File: src/rtl/logic_arbiter_if.sv
// Bus bundle between two requesters, the shared logic unit and the response consumer.
// master: arbiter side. slave: environment side (requesters, logic unit, consumer).
interface logic_arbiter_if #(
  parameter int N = 4
);
  logic         req0_valid, req0_ready;
  logic         req1_valid, req1_ready;
  logic [N-1:0] req0_a, req0_b, req1_a, req1_b;
  logic [1:0]   req0_sel, req1_sel;
  logic [N-1:0] lu_a, lu_b, lu_result;
  logic [1:0]   lu_select;
  logic         rsp_valid, rsp_ready, rsp_id;
  logic [N-1:0] rsp_result;

  modport master (
    input  req0_valid, req0_a, req0_b, req0_sel,
    input  req1_valid, req1_a, req1_b, req1_sel,
    output req0_ready, req1_ready,
    output lu_a, lu_b, lu_select,
    input  lu_result,
    output rsp_valid, rsp_id, rsp_result,
    input  rsp_ready
  );

  modport slave (
    output req0_valid, req0_a, req0_b, req0_sel,
    output req1_valid, req1_a, req1_b, req1_sel,
    input  req0_ready, req1_ready,
    input  lu_a, lu_b, lu_select,
    output lu_result,
    input  rsp_valid, rsp_id, rsp_result,
    output rsp_ready
  );
endinterface

File: src/rtl/logic_arbiter.sv
// Two-requester round-robin arbiter in front of a shared combinational logic unit.
// One operation in flight: IDLE grants and captures, EXEC registers the unit's
// result, RESP holds the response until the consumer takes it.
module logic_arbiter #(
  parameter int N = 4
) (
  input  logic clk,
  input  logic rst_n,
  logic_arbiter_if.master bus
);

  typedef enum logic [1:0] {IDLE, EXEC, RESP} state_t;

  state_t       state, state_nxt;
  logic         gnt0, gnt1;
  logic [N-1:0] cap_a, cap_b;
  logic [1:0]   cap_sel;
  logic         cap_id;
  logic         last;        // last requester served; 1 out of reset so req0 wins first
  logic [N-1:0] res_q;
  logic         id_q;

  // Next state and grant; grants are suppressed while reset is asserted
  always_comb begin
    state_nxt = state;
    gnt0      = 1'b0;
    gnt1      = 1'b0;
    case (state)
      IDLE: begin
        if (rst_n && (bus.req0_valid || bus.req1_valid)) begin
          if (bus.req0_valid && (!bus.req1_valid || last)) gnt0 = 1'b1;
          else                                              gnt1 = 1'b1;
          state_nxt = EXEC;
        end
      end
      EXEC:    state_nxt = RESP;
      RESP:    if (bus.rsp_ready) state_nxt = IDLE;
      default: state_nxt = IDLE;
    endcase
  end

  // State register; reset aborts any operation in flight
  always_ff @(posedge clk or negedge rst_n) begin
    if (!rst_n) state <= IDLE;
    else        state <= state_nxt;
  end

  // Capture the granted requester's operands so later input changes are ignored
  always_ff @(posedge clk or negedge rst_n) begin
    if (!rst_n) begin
      cap_a   <= '0;
      cap_b   <= '0;
      cap_sel <= 2'b00;
      cap_id  <= 1'b0;
    end else if (gnt0 || gnt1) begin
      cap_a   <= gnt1 ? bus.req1_a   : bus.req0_a;
      cap_b   <= gnt1 ? bus.req1_b   : bus.req0_b;
      cap_sel <= gnt1 ? bus.req1_sel : bus.req0_sel;
      cap_id  <= gnt1;
    end
  end

  // Register the unit's result in EXEC; held unchanged through RESP
  always_ff @(posedge clk or negedge rst_n) begin
    if (!rst_n) begin
      res_q <= '0;
      id_q  <= 1'b0;
    end else if (state == EXEC) begin
      res_q <= bus.lu_result;
      id_q  <= cap_id;
    end
  end

  // Round-robin pointer advances only when a response is actually consumed
  always_ff @(posedge clk or negedge rst_n) begin
    if (!rst_n)                               last <= 1'b1;
    else if (state == RESP && bus.rsp_ready)  last <= id_q;
  end

  assign bus.req0_ready = gnt0;
  assign bus.req1_ready = gnt1;
  assign bus.lu_a       = cap_a;
  assign bus.lu_b       = cap_b;
  assign bus.lu_select  = cap_sel;
  assign bus.rsp_valid  = (state == RESP);
  assign bus.rsp_id     = id_q;
  assign bus.rsp_result = res_q;

endmodule

File: src/flat_wrapper.sv
// flat-port wrapper written by rule: the top's interface ports become plain ports
module logic_arbiter_flat 
#(
  parameter int N = 4
)
  (clk, rst_n, bus_req0_valid, bus_req0_a, bus_req0_b, bus_req0_sel, bus_req1_valid, bus_req1_a, bus_req1_b, bus_req1_sel, bus_req0_ready, bus_req1_ready, bus_lu_a, bus_lu_b, bus_lu_select, bus_lu_result, bus_rsp_valid, bus_rsp_id, bus_rsp_result, bus_rsp_ready);
  logic_arbiter_if #(.N(N)) bus_i ();
  input  logic clk;
  input  logic rst_n;
  input wire logic [$bits(bus_i.req0_valid)-1:0] bus_req0_valid;
  input wire logic [$bits(bus_i.req0_a)-1:0] bus_req0_a;
  input wire logic [$bits(bus_i.req0_b)-1:0] bus_req0_b;
  input wire logic [$bits(bus_i.req0_sel)-1:0] bus_req0_sel;
  input wire logic [$bits(bus_i.req1_valid)-1:0] bus_req1_valid;
  input wire logic [$bits(bus_i.req1_a)-1:0] bus_req1_a;
  input wire logic [$bits(bus_i.req1_b)-1:0] bus_req1_b;
  input wire logic [$bits(bus_i.req1_sel)-1:0] bus_req1_sel;
  output wire logic [$bits(bus_i.req0_ready)-1:0] bus_req0_ready;
  output wire logic [$bits(bus_i.req1_ready)-1:0] bus_req1_ready;
  output wire logic [$bits(bus_i.lu_a)-1:0] bus_lu_a;
  output wire logic [$bits(bus_i.lu_b)-1:0] bus_lu_b;
  output wire logic [$bits(bus_i.lu_select)-1:0] bus_lu_select;
  input wire logic [$bits(bus_i.lu_result)-1:0] bus_lu_result;
  output wire logic [$bits(bus_i.rsp_valid)-1:0] bus_rsp_valid;
  output wire logic [$bits(bus_i.rsp_id)-1:0] bus_rsp_id;
  output wire logic [$bits(bus_i.rsp_result)-1:0] bus_rsp_result;
  input wire logic [$bits(bus_i.rsp_ready)-1:0] bus_rsp_ready;
  assign bus_i.req0_valid = bus_req0_valid;
  assign bus_i.req0_a = bus_req0_a;
  assign bus_i.req0_b = bus_req0_b;
  assign bus_i.req0_sel = bus_req0_sel;
  assign bus_i.req1_valid = bus_req1_valid;
  assign bus_i.req1_a = bus_req1_a;
  assign bus_i.req1_b = bus_req1_b;
  assign bus_i.req1_sel = bus_req1_sel;
  assign bus_req0_ready = bus_i.req0_ready;
  assign bus_req1_ready = bus_i.req1_ready;
  assign bus_lu_a = bus_i.lu_a;
  assign bus_lu_b = bus_i.lu_b;
  assign bus_lu_select = bus_i.lu_select;
  assign bus_i.lu_result = bus_lu_result;
  assign bus_rsp_valid = bus_i.rsp_valid;
  assign bus_rsp_id = bus_i.rsp_id;
  assign bus_rsp_result = bus_i.rsp_result;
  assign bus_i.rsp_ready = bus_rsp_ready;
  logic_arbiter #(.N(N)) u_core (.clk(clk), .rst_n(rst_n), .bus(bus_i));
endmodule
File: config.mk
export PLATFORM = sky130hd
export DESIGN_NAME = logic_arbiter_flat
export DESIGN_NICKNAME = d
export VERILOG_FILES = /design/src/rtl/logic_arbiter_if.sv /design/src/rtl/logic_arbiter.sv /design/src/flat_wrapper.sv
export SDC_FILE = /design/constraint.sdc
export NUM_CORES = 1
export LEC_CHECK = 0
export BUFFER_PORTS_ARGS = -buffer_cell sky130_fd_sc_hd__buf_2
export CAP_MARGIN = 20
export CORE_MARGIN = 2
export CORE_UTILIZATION = 38
export CTS_CLUSTER_DIAMETER = 60
export CTS_CLUSTER_SIZE = 25
export DETAILED_ROUTE_END_ITERATION = 8
export MAX_ROUTING_LAYER = met4
export PLACE_DENSITY_LB_ADDON = 0.25
export SKIP_CTS_REPAIR_TIMING = 1
export SYNTH_ARGS = -nofsm -noshare
export SYNTH_HDL_FRONTEND = slang
export SYNTH_SLANG_ARGS = --single-unit
File: constraint.sdc
create_clock -name clk -period 1.3 [get_ports clk]
set_input_delay 0.39 -clock clk [delete_from_list [all_inputs] [get_ports clk]]
set_output_delay 0.39 -clock clk [all_outputs]
set_load 0.005 [all_outputs]
==> results_dict.tcl, run 1 <==
set metrics [dict create \
    cp-start-kind "register" \
    async_reset_ff_share_pct 100.0 \
    clk_pin_slew_ns 0.11 \
    gp_congestion 0.6571 \
    seq_area_um2 476.7 \
    synth_edf_count 0 \
    grt-ovfl-total 0 \
    fillCellCount 199 \
    syn_nets 95 \
    drc_errors 0 \
    htree_levels 1 \
    max_freq_mhz 578.0 \
    ant_nets 0 \
    max-clock-path-buffers 2 \
    drtIter0Drc 2 \
    rr_worst_depth 4 \
    synth.area.top_cells "dfrtp_1, a2bb2oi_1, o32ai_1" \
    finalCritPeriodShare_pct 133.1 \
    crit_required_ns 0.91 \
    status "finished with violations" \
    violations "negative setup slack" \
    fin_setup_tns_ns -2.063 \
    seq_area_frac_synth_pct 55.78 \
    clock_latency_ns 0.29 \
    diodes 0 \
    grt_pass1_wl_um 3194 \
    cts_root_buf "clkbuf_4" \
    antenna_found_initial 0 \
    start_util_pct 39.39 \
    grt_use_total_pct 16.76 \
    fin_crit_ns 1.730 \
    p_leak_nw 0.5939 \
    synth.most_common_cell "dfrtp_1" \
    final_nets 152 \
    io-pin-count 47 \
    syn_to_final_growth_pct 51.83 \
    dieArea_um2 2644 \
    die_h_um 51.42 \
    cp.arrival_ns 1.34 \
    path_max_fanout 4 \
    r2r-end "u_core.bus.lu_b[3]$_DFFE_PN0P_" \
    finalNonFillerCells 150 \
    die_x_um 51.42 \
    cts_tree "done" \
    crit_chain "or3b_4 -> nor3_2 -> buf_2" \
    rsz0062_at_grt "true" \
    hold_viol_final 0 \
    place_hpwl_um 1529 \
    slew_viol_final 0 \
    final_util_pct 59.80 \
    numCtsBuffers 3 \
    endpoint_kind "output pin" \
    firstDrtPassIters 2 \
    wirelength_um 2135 \
    crit_type "reg -> out" \
    synth.largest_area_cell "dfrtp_1" \
    critPathSlowestCell "or3b_4" \
    multi_input_area_um2 441.7 \
    io_buffers 46 \
    synth_warnings 0 \
    fin_worst_skew_ns 0.006559 \
    netlist_area_um2 854.6 \
    vias 774 \
    row_count 17 \
    yosysTopAreaCellShare_pct 52.71 \
    grt_pass1_vias 713 \
    core_area_um2 2170 \
    grt_max_degree 21 \
    maxUsedRoutingLayer "met4" \
    wl_met1_um 965 \
    reg2reg_slack_ns -0.12 \
    dp_cells 143 \
    synthFlopType "dfrtp_1" \
    power_density_nw_per_um2 1808 \
    tightestPinTransition_ns 0.4042 \
    layout_setup_ws_ns -0.4300 \
    netlist_instances 66 \
    r2r_start "u_core.state[1]$_DFFE_PN0P_" \
    vdd_ir_drop_max_v 0.001043 \
    viasPerCell 5.160 \
    relSlewSlack_pct 72.96 \
    wl_met2_um 1033 \
    crit_path_max_incr_delay_ns 0.43 \
    synthDistinctLibCells 21 \
    netlist_top_cells_count "dfrtp_1, a2bb2oi_1, o32ai_1, mux2_2, clkbuf_1" \
    avgSynthCellArea_um2 12.95 \
    cap_violations 0 \
    hold-worst-slack_ns 0.05939 \
    hp-class "in -> async" \
    setup_violations 14 \
    cts_num_sinks 19 \
    place_ws_ns -0.2289 \
    dr_wl_met3_um 119 \
    post_drt_wl_per_cell_um 14.23 \
    synth-seq-cells 19 \
    drive_above_1_share_pct 71.31 \
]
==> per-layer routing <==
metal  global-route usage, %  vias to the layer above
met5                       -                        -
met4                   6.579                        0
met3                   3.509                        2
met2                   25.64                       21
met1                   21.85                      382
li1                        -                      369
==> through the flow <==
stage                     cell area [um2]  total power [W]
after global routing                 1297         0.002499
after detailed placement             1166         0.001883
after CTS                            1194         0.002181
after floorplan                     867.1         0.001473
final                                1297         0.002346
after global placement               1166         0.001858
==> power breakdown <==
part           internal [W]  switching (W)  total (W)
clock network      0.000114       0.000174   0.000289
registers          0.000857       0.000160    0.00102
logic              0.000630       0.000410    0.00104
total               0.00160       0.000744    0.00235
==> registers in the layout (all words and copies together) (netlist names) <==
register / count
u_core.bus.lu_b: 4
u_core.bus.rsp_id: 1
u_core.cap_id: 1
u_core.bus.lu_a: 4
u_core.last: 1
u_core.state: 2
u_core.bus.rsp_result: 4
u_core.bus.lu_select: 2
==> critical path, delay by kind of cell, from the launching register on <==
kind	cells	cell delay, ns
flops	1	0.39
buf+inv	1	0.13
simple gates	2	0.54
==> worst max path at each step <==
stage                                           start              to  slack (ns)  depth (start not counted)
after floorplan           u_core.state[0]$_DFFE_PN0P_  bus_req0_ready       -0.04                          2
after CTS                 u_core.state[0]$_DFFE_PN0P_  bus_req0_ready       -0.46                          3
after global routing      u_core.state[1]$_DFFE_PN0P_  bus_req0_ready       -0.49                          3
after global placement                          rst_n  bus_req0_ready       -0.22                          4
final                     u_core.state[1]$_DFFE_PN0P_  bus_req0_ready       -0.43                          3
after detailed placement                        rst_n  bus_req0_ready       -0.23                          4
==> cell usage in the layout, fill, tap and decap left out, types with 3 or more instances in the layout <==
cell type,synthesis,final
mux2_2,6,6
nor2_4,1,3
dfrtp_1,18,18
o32ai_1,10,10
clkbuf_4,0,3
buf_2,0,46
buf_4,0,9
a2bb2oi_2,0,10
==> final cells by class <==
cell class | count | area share (%)
clock buffer | 3 | 1.736
clock inverter | 1 | 0.3857
timing repair buffer | 56 | 23.82
multi-input combinational | 41 | 34.04
sequential | 19 | 36.74
inverter | 2 | 0.5786
tap | 28 | 2.700
==> cells by family after synthesis <==
family          after synthesis  share of synthesized area, %
compound gates               23                         23.28
buf+inv                       7                         3.953
flops                        19                         55.78
mux                           6                         7.906
simple gates                 11                         9.078
No activity file was read; power rests on OpenSTA's default activity.
==> run 2, diff against run 1 <==
BUFFER_PORTS_ARGS = default   (was -buffer_cell sky130_fd_sc_hd__buf_2)
CORE_UTILIZATION = 53   (was 38)
DONT_BUFFER_PORTS = 1   (was default)
==> results_dict.tcl, run 2 (synthesized netlist as in run 1, its figures left out) <==
set metrics [dict create \
    cts_tree "done" \
    vias 629 \
    clkPwrFrac_pct 13.3 \
    antenna_found_initial 0 \
    p_leak_nw 0.4132 \
    pwr-share-seq_pct 50.4 \
    globalRouteMet1Util_pct 25.47 \
    io_buffers 0 \
    numCtsBuffers 3 \
    relSlewSlack_pct 43.88 \
    slew_viol_final 0 \
    gr-usage-met3_pct 5.714 \
    cts_root_buf "clkbuf_4" \
    tightestPinTransition_ns 0.8391 \
    hold-worst-slack_ns 0.2058 \
    hp-class "in -> reg" \
    rsz0062_at_grt "true" \
    row_count 14 \
    fin_worst_skew_ns 0.002714 \
    io-pin-count 47 \
    fillCellCount 108 \
    cap_violations 0 \
    core_area_um2 1506 \
    max_freq_mhz 600.3 \
    max-clock-path-buffers 2 \
    seq_area_um2 476.7 \
    setup_violations 15 \
    path_max_fanout 4 \
    reg2reg_slack_ns -0.17 \
    clk_pin_slew_ns 0.10 \
    vdd_ir_drop_max_v 0.0009850 \
    gp_congestion 0.7165 \
    grt-ovfl-total 0 \
    hp-start "bus_rsp_ready" \
    final_common_cell "dfrtp_1" \
    switching_share_pct 32.69 \
    drive_above_1_share_pct 52.63 \
    holdPathEnd "u_core.state[1]$_DFFE_PN0P_" \
    p_switching_w 0.0007048 \
    power_density_nw_per_um2 2029 \
    grt_max_degree 22 \
    diodes 0 \
    grt_use_total_pct 20.02 \
    die_x_um 44.16 \
    crit_type "reg -> out" \
    ant_nets 0 \
    violations "negative setup slack" \
    endpoint_kind "output pin" \
    power.share.combinational_pct 36.4 \
    syn_to_final_growth_pct 24.30 \
    start_util_pct 56.73 \
    rr_worst_depth 4 \
    cp-start-kind "register" \
    whs_path_depth 1 \
    layout_common_cells "dfrtp_1, o32ai_1, a2bb2oi_2" \
    cts_num_sinks 19 \
    wirelength_um 2016 \
    htree_levels 1 \
    multi_input_area_um2 450.4 \
    firstDrtPassIters 3 \
    die_h_um 44.16 \
    finalCritPeriodShare_pct 128.2 \
    dieArea_um2 1950 \
    internal_power_w 0.001451 \
    status "finished with violations" \
    drc_errors 0 \
    cp.arrival_ns 1.28 \
    drtIter0Drc 12 \
    final_nets 106 \
    post_drt_wl_per_cell_um 21.91 \
    place_ws_ns -0.2180 \
    crit_required_ns 0.91 \
    layout_setup_ws_ns -0.3660 \
    r2r-end "u_core.bus.lu_a[1]$_DFFE_PN0P_" \
    grt_pass1_wl_um 2684 \
    grt_pass1_vias 579 \
    viasPerCell 6.837 \
    grt_util_met2_pct 28.82 \
    r2r_start "u_core.state[0]$_DFFE_PN0P_" \
    fin_crit_ns 1.666 \
    place_hpwl_um 1314 \
    hold_viol_final 0 \
    top_usage_layer "met2" \
    clock_latency_ns 0.28 \
]
[run 2: cell count changes in the layout (fill, tap and decap cells not counted)]
cell           delta
buf_2            -46
buf_4             -1
clkbuf_1          +1
clkinv_2          -1
dlygate4sd3_1     +1
nor2b_1           -1
nor2b_2           +1
nor3_2            -1
nor3_4            +1
[run 2: power groups by stage]
stage                     Sequential [W]  Combinational, W  Clock, W
after global routing             0.00112          0.000847  0.000323
final                            0.00109          0.000784  0.000286
after global placement           0.00106          0.000561         0
after floorplan                  0.00102          0.000451         0
after CTS                        0.00106          0.000582  0.000294
after detailed placement         0.00106          0.000584         0
[run 2: how the worst max path moves through the flow]
stage / start / endpoint / slack, ns / cells past startpoint
after floorplan: u_core.state[0]$_DFFE_PN0P_ / bus_req0_ready / -0.04 / 2
final: u_core.state[0]$_DFFE_PN0P_ / bus_req1_ready / -0.37 / 2
after global placement: bus_req1_valid / u_core.bus.lu_a[3]$_DFFE_PN0P_ / -0.17 / 4
after CTS: u_core.last$_DFFE_PN1P_ / bus_req0_ready / -0.45 / 2
after global routing: u_core.state[0]$_DFFE_PN0P_ / bus_req0_ready / -0.42 / 2
after detailed placement: bus_req1_valid / u_core.bus.lu_a[0]$_DFFE_PN0P_ / -0.22 / 4
[run 2: worst max-delay path, cell delays in order (launching register included)]
cell and delay, ns:
dfrtp_1 0.42, or3b_4 0.43, nor2_4 0.14
[run 2: per-layer routing]
layer	up-vias	part of all wire, %	wire length (um)
li1	276	-	-
met1	326	42	856
met2	23	49	992
met3	4	6.9	140
met4	0	1.3	27
met5	-	0	0
[run 2: final cells by class]
cell class              instances  area share (%)
flip-flops and latches         19           44.88
multi-input cells              41           42.40
repair buffers                 10           7.656
clock buffers                   4           2.473
well taps                      16           1.885
inverters                       2          0.7067
[run 2: through the flow]
step,total power [W],util [%],area [um2],TNS (ns),cells
2_1_floorplan,0.001473,-,867.1,-0.07308,66
3_3_place_gp,0.001621,60.13,905.9,-0.8839,83
3_5_place_dp,0.001647,60.13,905.9,-1.218,83
4_1_cts,0.001932,61.88,932.1,-1.854,87
5_1_grt,0.002287,70.52,1062,-3.117,92
6_report,0.002156,70.52,1062,-2.472,92
==> run 3, diff against run 2 <==
CORE_UTILIZATION = 25   (was 53)
GPL_ROUTABILITY_DRIVEN = 0   (was default)
clock period = 2.01 ns   (was 1.3 ns; I/O delays follow)
==> results_dict.tcl, run 3 (synthesized netlist as in run 1, its figures left out) <==
set metrics [dict create \
    status "completed" \
    row_count 21 \
    place_area_um2 900.9 \
    power.share.combinational_pct 27.8 \
    multi_input_area_um2 354.1 \
    vdd_ir_drop_max_v 0.0002145 \
    firstDrtPassIters 4 \
    clk_pin_slew_ns 0.10 \
    layout_setup_ws_ns 0.08141 \
    p_leak_nw 0.3669 \
    io-pin-count 47 \
    wirelength_um 1911 \
    final_area_um2 955.9 \
    fillCellCount 356 \
    crit_required_ns 1.41 \
    rr_worst_depth 3 \
    clock_latency_ns 0.29 \
    slew_viol_final 0 \
    internal_power_w 0.0008242 \
    p_total_w 0.001218 \
    ant_nets 0 \
    rsz0062_at_grt "false" \
    io_buffers 0 \
    tightestPinTransition_ns 0.8079 \
    htree_levels 1 \
    diodes 0 \
    vias 577 \
    place_hpwl_um 1382 \
    cap_violations 0 \
    place_ws_ns 0.06615 \
    path_delay_family "simple AND/OR/NAND/NOR gates" \
    endpoint_kind "output pin" \
    cts_root_buf "clkbuf_4" \
    p_switching_w 0.0003942 \
    critPathBufInv 0 \
    fin_worst_skew_ns 0.009131 \
    grt_pass1_vias 615 \
    die_x_um 62.47 \
    clkPwrFrac_pct 15.4 \
    numCtsBuffers 3 \
    drc_errors 0 \
    syn_to_final_growth_pct 11.86 \
    cts_num_sinks 19 \
    max-clock-path-buffers 2 \
    grt-ovfl-total 0 \
    final_common_cell "dfrtp_1" \
    finalCritPeriodShare_pct 95.95 \
    setup_violations 0 \
    layout_common_cells "dfrtp_1, o32ai_1, a2bb2oi_1" \
    die_h_um 62.47 \
    crit_chain "or3b_4 -> nor3_2" \
    dieArea_um2 3902 \
    cts_tree "done" \
    path_max_fanout 4 \
    cp.arrival_ns 1.33 \
    fin_crit_ns 1.929 \
    hold_viol_final 0 \
    critPathSlowestCell "or3b_4" \
    core_area_um2 3311 \
    cp-start-kind "register" \
    grt_pass1_wl_um 3049 \
    cp.depth 2 \
    power_density_nw_per_um2 1275 \
    seq_area_um2 476.7 \
    switching_share_pct 32.35 \
    max_freq_mhz 518.5 \
    viasPerCell 5.017 \
    final_nets 99 \
    drive_above_1_share_pct 30.43 \
    relSlewSlack_pct 45.96 \
    crit_type "reg -> out" \
    start_util_pct 25.81 \
    pwr-share-seq_pct 56.8 \
    grt_max_degree 22 \
    antenna_found_initial 0 \
    post_drt_wl_per_cell_um 16.62 \
    drtIter0Drc 28 \
    crit_path_max_incr_delay_ns 0.43 \
    hp-class "in -> async" \
    grt_use_total_pct 10.70 \
]
run 3: cell count changes in the layout (fill, tap and decap cells not counted), sizes merged:
cell	change
buf	-6
clkbuf	-1
clkinv	+1
nor2	-1
run 3: through the flow:
stage | instances | hold slack, ns | TNS (ns) | utilization (%)
5_1_grt | 115 | 0.1022 | 0 | 28.87
6_report | 115 | 0.1444 | 0 | 28.87
2_1_floorplan | 66 | 0.3074 | 0 | -
3_3_place_gp | 109 | 0.3079 | 0 | 27.21
4_1_cts | 113 | -0.03149 | -0.02166 | 28.04
3_5_place_dp | 109 | 0.3082 | 0 | 27.21
run 3: metal layers:
| layer | part of all wire [%] | GRT usage, % | wire length [um] |
|---|---|---|---|
| met5 | 0 | - | 0 |
| met4 | 2.5 | 7.778 | 48 |
| met3 | 8.4 | 4.324 | 161 |
| met2 | 47 | 15.73 | 897 |
| met1 | 42 | 11.66 | 802 |
run 3: final timing paths:
| check | start | endpoint | slack (ns) |
|---|---|---|---|
| max | u_core.state[1]$_DFFE_PN0P_ | bus_req0_ready | 0.08 |
| min | rst_n | u_core.last$_DFFE_PN1P_ | 0.14 |
| max reg2reg | u_core.state[1]$_DFFE_PN0P_ | u_core.bus.lu_a[1]$_DFFE_PN0P_ | 0.62 |
| min reg2reg | u_core.cap_id$_DFFE_PN0P_ | u_core.cap_id$_DFFE_PN0P_ | 0.52 |
| max in group asynchronous | rst_n | u_core.bus.rsp_result[2]$_DFFE_PN0N_ | 0.67 |
| min in group clk | bus_rsp_ready | u_core.state[1]$_DFFE_PN0P_ | 0.43 |
run 3: power by group through the flow:
stage                     logic, W  clock network, W  registers, W
after CTS                 0.000323          0.000202      0.000699
after floorplan           0.000284                 0      0.000661
after detailed placement  0.000320                 0      0.000706
after global placement    0.000316                 0      0.000707
after global routing      0.000379          0.000224      0.000718
final                     0.000339          0.000187      0.000692
run 3: layout make-up:
| class | count | area share (%) |
|---|---|---|
| Clock buffer | 3 | 2.356 |
| Clock inverter | 1 | 0.5236 |
| Inverter | 2 | 0.7853 |
| Multi-Input combinational cell | 40 | 37.04 |
| Sequential cell | 19 | 49.87 |
| Tap cell | 46 | 6.021 |
| Timing Repair Buffer | 4 | 3.403 |
